`src/rtl/fp_expand_serial.sv`:
```
// Serial expander: rebuilds a 12-bit two's-complement linear sample from
// sign/exponent/significand, one left shift per clock, with valid/ready on both sides.
module fp_expand_serial (
    input  logic        clk,
    input  logic        rst_n,
    input  logic        in_valid,
    output logic        in_ready,
    input  logic        sign,
    input  logic [2:0]  exponent,
    input  logic [3:0]  significand,
    output logic        out_valid,
    input  logic        out_ready,
    output logic [11:0] D_out
);

    localparam int unsigned EXP_W = 3;
    localparam int unsigned SIG_W = 4;
    localparam int unsigned OUT_W = 12;

    typedef enum logic [1:0] {
        IDLE  = 2'd0,
        SHIFT = 2'd1,
        FIX   = 2'd2,
        DONE  = 2'd3
    } state_t;

    state_t             state_q, state_d;
    logic [OUT_W-1:0]   mag_q, mag_d;
    logic [EXP_W-1:0]   cnt_q, cnt_d;
    logic               sgn_q, sgn_d;
    logic               in_ready_q, in_ready_d;
    logic               out_valid_q, out_valid_d;
    logic [OUT_W-1:0]   d_out_q, d_out_d;

    // Next-state and registered-output computation
    always_comb begin
        state_d     = state_q;
        mag_d       = mag_q;
        cnt_d       = cnt_q;
        sgn_d       = sgn_q;
        in_ready_d  = in_ready_q;
        out_valid_d = out_valid_q;
        d_out_d     = d_out_q;

        case (state_q)
            IDLE: begin
                in_ready_d = 1'b1;
                if (in_valid && in_ready_q) begin
                    mag_d      = {(OUT_W - SIG_W)'(0), significand};
                    cnt_d      = exponent;
                    sgn_d      = sign;
                    in_ready_d = 1'b0;
                    state_d    = (exponent != '0) ? SHIFT : FIX;
                end
            end
            SHIFT: begin
                mag_d = {mag_q[OUT_W-2:0], 1'b0};
                cnt_d = EXP_W'(cnt_q - EXP_W'(1));
                if (cnt_q == EXP_W'(1)) begin
                    state_d = FIX;
                end
            end
            FIX: begin
                // Negating zero yields zero, so no negative-zero special case is needed
                d_out_d     = sgn_q ? OUT_W'(OUT_W'(0) - mag_q) : mag_q;
                out_valid_d = 1'b1;
                state_d     = DONE;
            end
            DONE: begin
                if (out_ready) begin
                    out_valid_d = 1'b0;
                    in_ready_d  = 1'b1;
                    state_d     = IDLE;
                end
            end
            default: begin
                state_d = IDLE;
            end
        endcase
    end

    always_ff @(posedge clk or negedge rst_n) begin
        if (!rst_n) begin
            state_q     <= IDLE;
            mag_q       <= '0;
            cnt_q       <= '0;
            sgn_q       <= 1'b0;
            in_ready_q  <= 1'b0;
            out_valid_q <= 1'b0;
            d_out_q     <= '0;
        end else begin
            state_q     <= state_d;
            mag_q       <= mag_d;
            cnt_q       <= cnt_d;
            sgn_q       <= sgn_d;
            in_ready_q  <= in_ready_d;
            out_valid_q <= out_valid_d;
            d_out_q     <= d_out_d;
        end
    end

    assign in_ready  = in_ready_q;
    assign out_valid = out_valid_q;
    assign D_out     = d_out_q;

endmodule

```
`config.mk`:
```
export PLATFORM = sky130hd
export DESIGN_NAME = fp_expand_serial
export DESIGN_NICKNAME = d
export VERILOG_FILES = /design/src/rtl/fp_expand_serial.sv
export SDC_FILE = /design/constraint.sdc
export NUM_CORES = 1
export LEC_CHECK = 0
export BUFFER_PORTS_ARGS = -buffer_cell sky130_fd_sc_hd__buf_4
export CAP_MARGIN = 20
export CORE_MARGIN = 4
export CORE_UTILIZATION = 41
export CTS_BUF_LIST = sky130_fd_sc_hd__clkbuf_4 sky130_fd_sc_hd__clkbuf_8 sky130_fd_sc_hd__clkbuf_16
export DETAILED_ROUTE_END_ITERATION = 10
export SLEW_MARGIN = 20
export SYNTH_ARGS = -nofsm -noshare
export SYNTH_HDL_FRONTEND = slang
export SYNTH_SLANG_ARGS = --single-unit
```
`constraint.sdc`:
```
create_clock -name clk -period 3.3 [get_ports clk]
set_input_delay 0.66 -clock clk [delete_from_list [all_inputs] [get_ports clk]]
set_output_delay 0.66 -clock clk [all_outputs]
set_load 0.05 [all_outputs]
```
==> results.md <==
* Setup CP Type: reg -> reg
* Final estimated routing congestion in global placement at 0.798
* Height of the chip at 71.7 µm
* Largest buffer count on any clock path at 2
* Area enclosed by the die boundary at 0.00514 mm²
* Sort of element at the end of the critical path: register
* Count of max-cap constraint violations at 0
* Largest stage delay, worst path at 0.59 ns
* Antenna-violating nets left at 0
* Clk Tree Root Cell: sky130_fd_sc_hd__clkbuf_8
* Antenna diode count at 0
* Cell type with the highest aggregate area in the netlist: sky130_fd_sc_hd__dfrtp_1
* Global-route congestion overflow total at 0
* GRT Util Overall at 14.0%
* Worst-case clock skew at 0.00764 ns
* Pre-CTS worst setup slack at 1.17 ns
* Smallest setup slack after layout at 1.13 ns
* Fin. max-slew vios at 0
* Clock tree from TritonCTS: done
* Gate count after technology mapping at 163
* Critical path, cell by cell: inv_1 -> ha_1 -> nand3_1 -> a21boi_1 -> buf_4 -> o21ai_0 -> a21oi_1
* Number of vias per cell after detailed routing at 5.32
* Clk sink count at 32
* Critical-path maximum fanout at 12
* Count of warnings emitted by yosys at 0
* Drt total wl at 3260 µm
* Hold Slack at 0.296 ns
* Min Clock Period, post-route at 2.17 ns
* Number of levels in the clock H-tree at 2
* Syn avg cell area at 10.2 µm²
* Endpoint required time on the critical path at 3.51 ns
* Number of global-route vias before repair at 1233
* Worst hold path class: in -> async
* R2R cell count at 7
* Endpoint arrival time on the critical path at 2.38 ns
* Number of I/O port buffers at 25
* FILL cells at 366
* Total half-perimeter wirelength after legalization and detailed placement at 2320 µm
* Clock latency reported for the late side of the worst-skew pair at 0.29 ns
* FP Rows at 22
* Critical Path Start Type: register
* Clock buffers created by TritonCTS at 5
* Hold Vio Cnt, Final at 0
* Standard cell with the maximum stage delay on the critical path: sky130_fd_sc_hd__a21boi_1
* Final setup violation count at 0
* Final routed wire length divided by cell count at 13.8 µm
* Area of the core at 0.00380 mm²
* Drc violations at 0
* Number of resized instances in the post-cts repair step at 0
* Antenna violations before repair at 0
* Post-layout net count at 207
* Tightest Pin Transition at 0.803 ns
* Vias at 1262
* Fraction of layout cells with a size suffix above 1 at 23.3%
* Pin count of the biggest net entering global routing at 33
* Post CTS Setup Buffer Count at 0
* Synth-to-layout area growth at 20.2%
* Slew HR at 46.5%
* Total Neg Setup Slack at 0 ns
* Clock-pin slew reported for the worst setup and hold paths after clock tree synthesis at 0.07 ns
* Distinct cell type count of the synthesized netlist at 36
* Result of the run: finished clean
* Horizontal die dimension at 71.7 µm
* Wire length of the first global-routing pass at 5490 µm
* Netlist area before placement at 0.00166 mm²
* DR pass1 iterations at 4
* Post-synthesis sequential area ratio at 48.2%
* Number of top-level pins at 26
* Cells taking the most area after synthesis: sky130_fd_sc_hd__dfrtp_1, sky130_fd_sc_hd__ha_1, sky130_fd_sc_hd__a21oi_1, sky130_fd_sc_hd__o21ai_0, sky130_fd_sc_hd__a22o_1
* Synthesized netlist net count at 182
* Violation count after the first detailed-route iteration at 49
* Fraction of the cycle the final worst path needs at 65.7%
* Setup repair after global routing missed its margin: no
* Initial Util at 43.7%
* Fraction of synthesized cell area taken by the top area cell type at 48.2%
* Highest clock rate at 461 MHz
* CTS Hold Bufs at 0
* Yosys reg bits at 32
## cell usage after synthesis, drive strengths merged
library cell  count
or3               1
clkbuf            8
nand2b            1
mux2i             4
nor3              1
o41ai             2
nand3             1
or3b              1
xor2              8
a21boi            2
o31ai             4
ha                7
a2111oi           2
dfrtp            32
a22o              8
or4               2
o2bb2ai           1
mux2              3
o21ai            15
o221ai            1
nor2             13
o22ai             1
nor2b             3
nand2             9
nor3b             1
xnor2             2
o221a             1
a21o              1
or2               2
or4b              1
a21oi            15
inv              10
## per-layer routing
metal	up-vias	share of wire, %	global-route usage [%]	wire [µm]
met1	604	47	16.5	1540
met3	6	5.0	5.33	163
met5	-	0	0	0
li1	629	-	-	-
met4	0	0.89	5.64	29
met2	23	47	22.8	1530
## cells by family after synthesis
family	count (synthesis)	synth area share [%]
buf+inv	18	4.14
mux	7	4.67
flops	32	48.2
fa+ha+maj	7	5.27
xor+xnor	10	5.27
compound gates	53	21.5
simple gates	36	10.9
## path summary, 6_finish.rpt
| check | startpoint | end | slack (ns) |
|---|---|---|---|
| max in group asynchronous | rst_n | cnt_q[2] | 2.70 |
| hold / removal | rst_n | D_out[9] | 0.30 |
| hold reg to reg | cnt_q[1] | cnt_q[1] | 0.52 |
| setup reg to reg | state_q[0] | cnt_q[2] | 1.13 |
| min in group clk | cnt_q[1] | cnt_q[1] | 0.52 |
| setup / recovery | state_q[0] | cnt_q[2] | 1.13 |
## worst max-delay path, delay by kind of cell, from the launching register on
family,cells,cell delay (ns)
DFF,1,0.42
buffers and inverters,2,0.38
and+or+nand+nor,1,0.17
adders and majority gates,1,0.29
AOI/OAI and AO/OA,3,0.83
## layout make-up
class	instances	area (µm²)	share of cell area [%]
flip-flops and latches	32	801	40.1
multi-input cells	113	792	39.7
repair buffers	26	195	9.77
clock buffers	6	76.3	3.82
well taps	48	60.1	3.01
inverters	10	37.5	1.88
clock inverters	2	35.0	1.75
## per-stage QoR
step                      cells  instance area [µm²]  utilization (%)
after global placement      229                 1890             49.6
after CTS                   237                 2000             52.6
after floorplan             163                 1660                -
after global routing        237                 2000             52.6
after detailed placement    229                 1890             49.6
final                       237                 2000             52.6
## registers in the layout, summed over array words and instances (netlist names)
signal     cells
sgn_q          1
cnt_q          3
out_valid      1
mag_q         12
in_ready       1
state_q        2
D_out         12
## cells in the final DEF, fill, tap and decap left out, drive strengths merged, types with 2 or more instances in the layout
cell | synthesis | routed
a2111oi | 2 | 2
a21boi | 2 | 2
a21oi | 15 | 15
a22o | 8 | 8
buf | 0 | 26
clkbuf | 8 | 6
dfrtp | 32 | 32
ha | 7 | 7
inv | 10 | 10
mux2 | 3 | 3
mux2i | 4 | 4
nand2 | 9 | 9
nor2 | 13 | 13
nor2b | 3 | 3
o21ai | 15 | 15
o31ai | 4 | 4
o41ai | 2 | 2
or2 | 2 | 2
or4 | 2 | 2
xnor2 | 2 | 2
xor2 | 8 | 8
Power is not shown: default switching activity piles up to over one toggle a cycle in this logic, so the estimate is an artifact.
